`src/rtl/wf_done_sequencer.sv`:
```
// rtl/wf_done_sequencer.sv - releases halted wavefronts back to fetch one at a time
//
// Purpose:
//   Keeps a per-wavefront halted flag set by decode. Picks one eligible
//   wavefront at a time with a round-robin arbiter, where eligible means
//   halted, nothing inflight and no memory outstanding. Reports it to fetch
//   over a req/ack handshake. Clears the halted flag when fetch acknowledges.
//
// Ports:
//   clk_i               clock, all state on rising edge
//   rst_i               asynchronous active-low reset
//   halt_valid_i        decode retired a halt for halt_wfid_i this cycle
//   halt_wfid_i         wavefront being halted
//   no_inflight_arry_i  per-WF: zero instructions inflight
//   mem_wait_arry_i     per-WF: memory ops outstanding
//   done_ack_i          fetch accepted the current done event
//   done_en_o           done request to fetch (registered)
//   done_wfid_o         wavefront being reported (stable while done_en_o=1)
//   halted_arry_o       current halted flags (registered)
//   busy_o              sequencer not idle
//   timeout_err_o       sticky ack-timeout error (optional)
//
// Optional feature macro: WF_DONE_ACK_TIMEOUT_EN (ack-timeout counter).

module wf_done_sequencer #(
    parameter int WF_PER_CU    = 40,
    parameter int WF_ID_LENGTH = 6,
    parameter int TIMEOUT_W    = 8
) (
    input  logic                    clk_i,
    input  logic                    rst_i,
    input  logic                    halt_valid_i,
    input  logic [WF_ID_LENGTH-1:0] halt_wfid_i,
    input  logic [WF_PER_CU-1:0]    no_inflight_arry_i,
    input  logic [WF_PER_CU-1:0]    mem_wait_arry_i,
    input  logic                    done_ack_i,
    output logic                    done_en_o,
    output logic [WF_ID_LENGTH-1:0] done_wfid_o,
    output logic [WF_PER_CU-1:0]    halted_arry_o,
    output logic                    busy_o,
    output logic                    timeout_err_o
);

    typedef enum logic [1:0] {
        ST_IDLE = 2'd0,
        ST_REQ  = 2'd1,
        ST_GAP  = 2'd2
    } state_e;

    state_e                  state_q;
    logic                    done_en_q;
    logic [WF_ID_LENGTH-1:0] done_wfid_q;
    logic [WF_ID_LENGTH-1:0] rr_ptr_q;
    logic [WF_PER_CU-1:0]    halted_q;
    logic [WF_PER_CU-1:0]    halted_d;

    logic [WF_PER_CU-1:0]    elig;
    logic                    any_elig;
    logic [WF_ID_LENGTH-1:0] pick;
    logic                    release_w;

    assign elig      = halted_q & no_inflight_arry_i & ~mem_wait_arry_i;
    assign release_w = (state_q == ST_REQ) && done_ack_i;

    // Round-robin pick: first eligible index above rr_ptr, otherwise the
    // first eligible index at or below it (the wrapped part of the search).
    always_comb begin
        logic                    hi_found;
        logic                    lo_found;
        logic [WF_ID_LENGTH-1:0] hi_pick;
        logic [WF_ID_LENGTH-1:0] lo_pick;
        hi_found = 1'b0;
        lo_found = 1'b0;
        hi_pick  = '0;
        lo_pick  = '0;
        for (int i = 0; i < WF_PER_CU; i++) begin
            if (elig[i] && (i > int'(rr_ptr_q)) && !hi_found) begin
                hi_found = 1'b1;
                hi_pick  = WF_ID_LENGTH'(i);
            end
            if (elig[i] && (i <= int'(rr_ptr_q)) && !lo_found) begin
                lo_found = 1'b1;
                lo_pick  = WF_ID_LENGTH'(i);
            end
        end
        any_elig = hi_found | lo_found;
        pick     = hi_found ? hi_pick : lo_pick;
    end

    // Halted flag update. The set is applied after the clear so a halt for
    // the WF being released in the same cycle keeps its flag. Out-of-range
    // halt ids match no slot and are dropped.
    always_comb begin
        halted_d = halted_q;
        for (int i = 0; i < WF_PER_CU; i++) begin
            if (release_w && (int'(done_wfid_q) == i)) begin
                halted_d[i] = 1'b0;
            end
            if (halt_valid_i && (int'(halt_wfid_i) == i)) begin
                halted_d[i] = 1'b1;
            end
        end
    end

    always_ff @(posedge clk_i or negedge rst_i) begin
        if (!rst_i) begin
            state_q     <= ST_IDLE;
            done_en_q   <= 1'b0;
            done_wfid_q <= '0;
            rr_ptr_q    <= WF_ID_LENGTH'(WF_PER_CU - 1);
            halted_q    <= '0;
        end else begin
            halted_q <= halted_d;
            case (state_q)
                ST_IDLE: begin
                    if (any_elig) begin
                        done_wfid_q <= pick;
                        done_en_q   <= 1'b1;
                        state_q     <= ST_REQ;
                    end
                end
                ST_REQ: begin
                    // The request is never withdrawn; only the ack ends it.
                    if (done_ack_i) begin
                        done_en_q <= 1'b0;
                        rr_ptr_q  <= done_wfid_q;
                        state_q   <= ST_GAP;
                    end
                end
                ST_GAP: begin
                    // One bubble so the per-WF status inputs can settle.
                    state_q <= ST_IDLE;
                end
                default: begin
                    state_q   <= ST_IDLE;
                    done_en_q <= 1'b0;
                end
            endcase
        end
    end

    assign done_en_o     = done_en_q;
    assign done_wfid_o   = done_wfid_q;
    assign halted_arry_o = halted_q;
    assign busy_o        = (state_q != ST_IDLE);

`ifdef WF_DONE_ACK_TIMEOUT_EN
    logic [TIMEOUT_W-1:0] tmo_cnt_q;
    logic [TIMEOUT_W-1:0] tmo_inc;
    logic                 timeout_err_q;

    assign tmo_inc = tmo_cnt_q + 1'b1;

    // Counts REQ cycles without an ack; saturates at all-ones. The error
    // is report-only and sticky, the handshake keeps waiting for the ack.
    always_ff @(posedge clk_i or negedge rst_i) begin
        if (!rst_i) begin
            tmo_cnt_q     <= '0;
            timeout_err_q <= 1'b0;
        end else begin
            if ((state_q == ST_IDLE) && any_elig) begin
                tmo_cnt_q <= '0;
            end else if ((state_q == ST_REQ) && !done_ack_i && !(&tmo_cnt_q)) begin
                tmo_cnt_q <= tmo_inc;
                if (&tmo_inc) begin
                    timeout_err_q <= 1'b1;
                end
            end
        end
    end

    assign timeout_err_o = timeout_err_q;
`else
    localparam int unused_timeout_w = TIMEOUT_W;
    assign timeout_err_o = 1'b0;
`endif

endmodule

```
`config.mk`:
```
export PLATFORM = sky130hd
export DESIGN_NAME = wf_done_sequencer
export DESIGN_NICKNAME = d
export VERILOG_FILES = /design/src/rtl/wf_done_sequencer.sv
export SDC_FILE = /design/constraint.sdc
export NUM_CORES = 1
export LEC_CHECK = 0
export ABC_AREA = 1
export BUFFER_PORTS_ARGS = -buffer_cell sky130_fd_sc_hd__buf_2
export CORE_UTILIZATION = 54
export DETAILED_ROUTE_END_ITERATION = 16
export PLACE_DENSITY = 0.82
export SLEW_MARGIN = 20
export SYNTH_ARGS = -nofsm -noshare
export SYNTH_HDL_FRONTEND = slang
export SYNTH_SLANG_ARGS = --single-unit
```
`constraint.sdc`:
```
create_clock -name clk_i -period 4.3 [get_ports clk_i]
set_input_delay 0.43 -clock clk_i [delete_from_list [all_inputs] [get_ports clk_i]]
set_output_delay 0.43 -clock clk_i [all_outputs]
set_load 0.1 [all_outputs]
```
Yosys cells after proc, flatten, opt, wreduce, memory -nomap -nowiden
Index checks and enable logic that the tools add are counted.
- register bits: 55
- bits in latches: 0
- bits in writable memories: 0
- memory bits (read-only): 0
- memories: 0
- $add $sub $neg: 0
- multipliers: 0
- div/mod/pow operators: 0
- order comparisons: 78
- equality and inequality tests: 82
- shifts and indexed selects: 0
- mux-type cells: 244
- bitwise operators: 5
- reductions and logical operators: 361
- operators by type and width (operator ; count):
    two-way mux 6 bit ; 76
    equality test 6 bit, second input constant ; 48
    logical AND 1 bit ; 236
    two-way mux 1 bit ; 163
    equality test 6 x 5 -> 1 bit, second input constant ; 16
    > comparator 5 x 6 -> 1 bit, first input constant ; 16
    less-or-equal comparator 5 x 6 -> 1 bit, first input constant ; 16
    nonzero test 2 bit ; 41
    AND 40 bit ; 2
    zero test 1 bit ; 77
    equality test 6 x 4 -> 1 bit, second input constant ; 8
    > comparator 4 x 6 -> 1 bit, first input constant ; 8
    > comparator 6 bit, first input constant ; 8
    less-or-equal comparator 4 x 6 -> 1 bit, first input constant ; 8
    less-or-equal comparator 6 bit, first input constant ; 8
    inverter 40 bit ; 1
    equality test 6 x 3 -> 1 bit, second input constant ; 4
    > comparator 3 x 6 -> 1 bit, first input constant ; 4
    less-or-equal comparator 3 x 6 -> 1 bit, first input constant ; 4
    equality test 6 x 2 -> 1 bit, second input constant ; 2
    > comparator 2 x 6 -> 1 bit, first input constant ; 2
    less-or-equal comparator 2 x 6 -> 1 bit, first input constant ; 2
    zero test 6 bit ; 2
    > comparator 1 x 6 -> 1 bit, first input constant ; 1
    other kinds (12) ; 17

Depth between registers and ports, before layout
- depth after elaboration: 123
- gate-level depth with buffers: 30
- mapped depth without buffers: 29

Worst setup path after synthesis
Ideal clock, no wire load.
- path type: flip-flop to flip-flop
- from: register halted_q[6] (netlist: halted_arry_o[6])
- to: register done_wfid_q[0] (netlist: done_wfid_o[0])
- arrival time: 3544 ps
- slack: 635 ps
- cell stages (with the launch flop): 25
- buffers on the path: 0
- period minus slack after synthesis: 3665 ps
- cell sequence: dfrtp_1 > nand3b_1 > nor2_1 > inv_1 > nand4_2 > nor2_2 > nand4_2 > nor2_2 > nand4_1 > nor2_2 > nand4_2 > a21oi_2 > nand4_1 > nor2_2 > nand4_2 > nor2_2 > nand4_2 > nor2_4 > nand4_4 > nor2_4 > nand4_4 > nor2_2 > a21oi_1 > nor2_1 > nor2_1
- word-level cells in the longest chain between the ends: 106
- elaborated cells on any way between the ends: 277
- classes of those cells: mux (137); bitwise (3); reduce/logical (137)
- ends and longest elaborated chain (element ; RTL line ; RTL):
    start: declaration ; 54 ; logic [WF_PER_CU-1:0] halted_q;
    start signal: assignment ; 113 ; halted_q <= halted_d;
    AND 40 bit * (2 in a row) ; 62 ; assign elig = halted_q & no_inflight_arry_i & ~mem_wait_arry_i;
    logical AND 1 bit, on equally long branches (2 in a row) ; 77, 81 ;
    two-way mux 1 bit, on equally long branches ; 77, 81 ;
    zero test 1 bit, on equally long branches ; 77, 81 ;
    logical AND 1 bit, on equally long branches ; 77, 81 ;
    two-way mux 1 bit, on equally long branches ; 77, 81 ;
    zero test 1 bit, on equally long branches ; 77, 81 ;
    logical AND 1 bit, on equally long branches ; 77, 81 ;
    [... 88 more ...] ; -- ;
    zero test 1 bit, on equally long branches ; 77, 81 ;
    logical AND 1 bit, on equally long branches ; 77, 81 ;
    two-way mux 1 bit, on equally long branches ; 77, 81 ;
    zero test 1 bit, on equally long branches ; 77, 81 ;
    logical AND 1 bit, on equally long branches ; 77, 81 ;
    two-way mux 1 bit, on equally long branches ; 77, 81 ;
    OR 1 bit ; 86 ; any_elig = hi_found | lo_found;
    AND reduction 2 bit (no line) ; -- ;
    end signal: assignment ; 117 ; done_wfid_q <= pick;
    end: declaration ; 52 ; logic [WF_ID_LENGTH-1:0] done_wfid_q;
Every way passes the cells marked *; elsewhere a longest branch is shown, timed or not.
A chain may end at the register's enable or synchronous reset.

Worst setup path in the final report
- from: register rr_ptr_q[5]
- to: register done_wfid_q[2] (netlist: done_wfid_o[2])
- word-level cells in the longest chain between the ends: 120
- elaborated cells on any way between the ends: 463
- classes of those cells: order compare (78); mux (152); bitwise (1); reduce/logical (232)
- ends and longest elaborated chain (element ; RTL line ; RTL):
    start: declaration ; 53 ; logic [WF_ID_LENGTH-1:0] rr_ptr_q;
    start signal: assignment ; 110 ; rr_ptr_q <= WF_ID_LENGTH'(WF_PER_CU - 1);
    start signal: assignment ; 126 ; rr_ptr_q <= done_wfid_q;
    less-or-equal comparator 1 x 6 -> 1 bit ; 81 ; if (elig[i] && (i <= int'(rr_ptr_q)) && !lo_found) begin
    logical AND 1 bit (2 in a row) ; 81 ;
    two-way mux 1 bit ; 81 ;
    zero test 1 bit ; 81 ;
    logical AND 1 bit ; 81 ;
    two-way mux 1 bit ; 81 ;
    zero test 1 bit ; 81 ;
    logical AND 1 bit ; 81 ;
    [... 103 more ...] ; -- ;
    zero test 1 bit ; 81 ;
    logical AND 1 bit ; 81 ;
    two-way mux 1 bit ; 81 ;
    zero test 1 bit ; 81 ;
    logical AND 1 bit ; 81 ;
    two-way mux 1 bit ; 81 ;
    OR 1 bit ; 86 ;
    AND reduction 2 bit (no line) ; -- ;
Several ways; a longest one is shown, not always the timed one.

==> flow_metrics.env <==
export IMPL_status="completed"
export IMPL_path_clk_slew_ps=100
export IMPL_cts_sinks=55
export IMPL_die_area_sq_um=9820
export IMPL_hold_path_class="input port to asynchronous set/reset pin"
export IMPL_synthFlopType="dfrtp_1"
export IMPL_syn_to_final_growth_pct=22.6
export IMPL_gr_usage_all_layers_pct=36.1
export IMPL_antenna_found_initial=0
export IMPL_start_util_pct=55.4
export IMPL_critPathSlowestCell="dfstp_2"
export IMPL_synth_area_sq_um=5090
export IMPL_finalHoldViolCount=0
export IMPL_syn_nets=948
export IMPL_drive_gt1_share_pct=23.7
export IMPL_crit_fanout=6
export IMPL_worst_ir_drop_vdd_v=0.000697
export IMPL_antennaDiodeCount=0
export IMPL_critPathKind="flip-flop to flip-flop"
export IMPL_cts_tree="yes"
export IMPL_fin_nets=1104
export IMPL_p_leak_nw=3.28
export IMPL_grt_pass1_vias=5368
export IMPL_grt_start_max_net_pins=56
export IMPL_grt_pass1_wl_mm=27.2
export IMPL_fin_crit_ps=4150
export IMPL_critPathCaptureType="flip-flop"
export IMPL_slew_headroom_pct=39.7
export IMPL_ys_types=45
export IMPL_row_count=35
export IMPL_rsz0062_at_grt="true"
export IMPL_hold_buffers=0
export IMPL_synth_edf_count=0
export IMPL_worst_skew_pair_late_latency_ps=320
export IMPL_drt_iter0_drc=472
export IMPL_root_buffer="clkbuf_8"
export IMPL_drc=0
export IMPL_p_total_mw=5.22
export IMPL_cp_arrival_ps=4370
export IMPL_postRouteAntennaNets=0
export IMPL_critPathLaunchType="flip-flop"
export IMPL_yosys_warnings=0
export IMPL_synthArstFlopShare_pct=100
export IMPL_tightest_slew_ps=897
export IMPL_wl_mm=17.8
export IMPL_finClkSkew_ps=8.88
export IMPL_die_width_um=99.1
export IMPL_io_pins=139
export IMPL_worstPathRequired_ps=4520
export IMPL_htree_levels=2
export IMPL_synthCells=858
export IMPL_cts_buffers=5
export IMPL_fin_hold_ws_ps=230
export IMPL_cap_violations=0
export IMPL_synth_avg_cell_area_sq_um=5.94
export IMPL_gp_congestion=1.02
export IMPL_ys_ff_latch=55
export IMPL_dp_hpwl_mm=14.7
export IMPL_drt_pass1_iter_count=6
export IMPL_vias=6177
export IMPL_fin_crit_sh_pct=96.6
export IMPL_max_freq_mhz=241
export IMPL_finalSetupViolCount=0
export IMPL_io_buffers=137
export IMPL_cts_buffer_depth=2
export IMPL_slowest_delay_ps=640
export IMPL_synth_seq_area_share_pct=27.1
export IMPL_drt_wirelength_per_cell_um=15.8
export IMPL_drv_slew=0
export IMPL_viasPerCell=5.49
export IMPL_core_area_sq_um=9200
export IMPL_overflow=0
export IMPL_die_y_um=99.1
export IMPL_powerDensity_nw_per_um2=836
[power breakdown]
group | internal (mW) | leakage [nW] | switching (mW) | total, mW
Sequential | 0.721 | 0.683 | 0.254 | 0.974
Combinational | 1.01 | 2.54 | 2.88 | 3.89
Clock | 0.177 | 0.0587 | 0.181 | 0.357
[routing by layer]
metal  global-route usage [%]  wire (um)  up-vias  part of all wire (%)
met3                     4.22       1460       53                   8.2
met5                        0          0        -                     0
li1                         -          -     3023                     -
met1                     48.8       7420     2791                    42
met2                     58.6       8190      310                    46
met4                     15.7        719        0                   4.0
[cells by family after synthesis]
| group | share of synthesized area, % |
|---|---|
| and+or+nand+nor | 43.8 |
| DFF | 27.1 |
| AOI/OAI and AO/OA | 14.3 |
| other | 0.0736 |
| buffers and inverters | 14.6 |
[timing repair]
item,in CTS,in global routing
buffers inserted,0,18
endpoints found under the hold margin,0,0
resized for setup,0,30
setup endpoints to repair,0,8
[stage by stage]
stage | setup WS [ps] | setup TNS [ps] | instance area, sq um | utilization (%) | cells
CTS | 188 | 0 | 5990 | 65.2 | 1108
finish | 146 | 0 | 6250 | 67.9 | 1126
global placement | 220 | 0 | 5880 | 63.9 | 1100
floorplan | 635 | 0 | 5090 | - | 858
detailed placement | 216 | 0 | 5880 | 63.9 | 1100
global route | -127 | -469 | 6250 | 67.9 | 1126
[layout make-up]
type / instances / area (sq um)
Clock inverter: 3 / 47.5
Fill cell: 853 / 2950
Tap cell: 111 / 139
Sequential cell: 55 / 1380
Clock buffer: 5 / 68.8
Timing Repair Buffer: 160 / 861
Inverter: 176 / 668
Multi-Input combinational cell: 616 / 3080
[synth_stat cells, drive strengths merged, types with 2 or more instances]
cell type / n / share of area, %
or2: 2 / 0.25
buf: 5 / 1.1
inv: 176 / 13
nor3b: 2 / 0.29
a21oi: 35 / 3.6
o21ai: 77 / 7.6
nor3: 19 / 2.1
nor4: 8 / 0.98
dfrtp: 51 / 25
clkbuf: 6 / 0.44
o2111ai: 2 / 0.34
o211ai: 3 / 0.54
nor2: 176 / 15
o41ai: 3 / 0.52
nand2: 216 / 16
nand4: 38 / 6.6
a2111o: 2 / 0.44
a2111oi: 2 / 0.34
nand3b: 2 / 0.29
dfstp: 4 / 2.1
nand3: 21 / 2.4
[state kept, by name, indices dropped and copies added (netlist names)]
name,count
state_q,2
done_en_o,1
done_wfid_o,6
halted_arry_o,40
rr_ptr_q,6
[placed cells by master (no fill, tap or decap), types with 8 or more instances in the layout]
| master | Yosys | routed |
|---|---|---|
| a21oi_1 | 33 | 32 |
| buf_2 | 0 | 137 |
| buf_4 | 1 | 21 |
| dfrtp_1 | 51 | 49 |
| inv_1 | 171 | 168 |
| nand2_1 | 214 | 211 |
| nand3_1 | 18 | 16 |
| nand4_1 | 25 | 25 |
| nand4_2 | 11 | 9 |
| nor2_1 | 153 | 148 |
| nor2_2 | 18 | 20 |
| nor3_1 | 17 | 17 |
| nor4_1 | 8 | 8 |
| o21ai_0 | 71 | 70 |
[worst paths after layout]
| kind | start | end | slack [ps] | cells after the start |
|---|---|---|---|---|
| max | rr_ptr_q[5] | done_wfid_o[2] | 150 | 27 |
| min | rst_i | halted_arry_o[35] | 230 | 2 |
| max reg2reg | rr_ptr_q[5] | done_wfid_o[2] | 150 | 27 |
| min reg2reg | done_en_o | done_en_o | 490 | 2 |
| max in group asynchronous | rst_i | rr_ptr_q[3] | 3570 | 2 |
| min in group clk_i | done_ack_i | state_q[0] | 310 | 2 |
[critical path, delay by kind of cell (launching register included)]
kind            cells  cell delay, ps
compound gates      2             260
simple gates       23            2930
buf+inv             2             200
flops               1             640
Power figures use the tool's default switching activity.
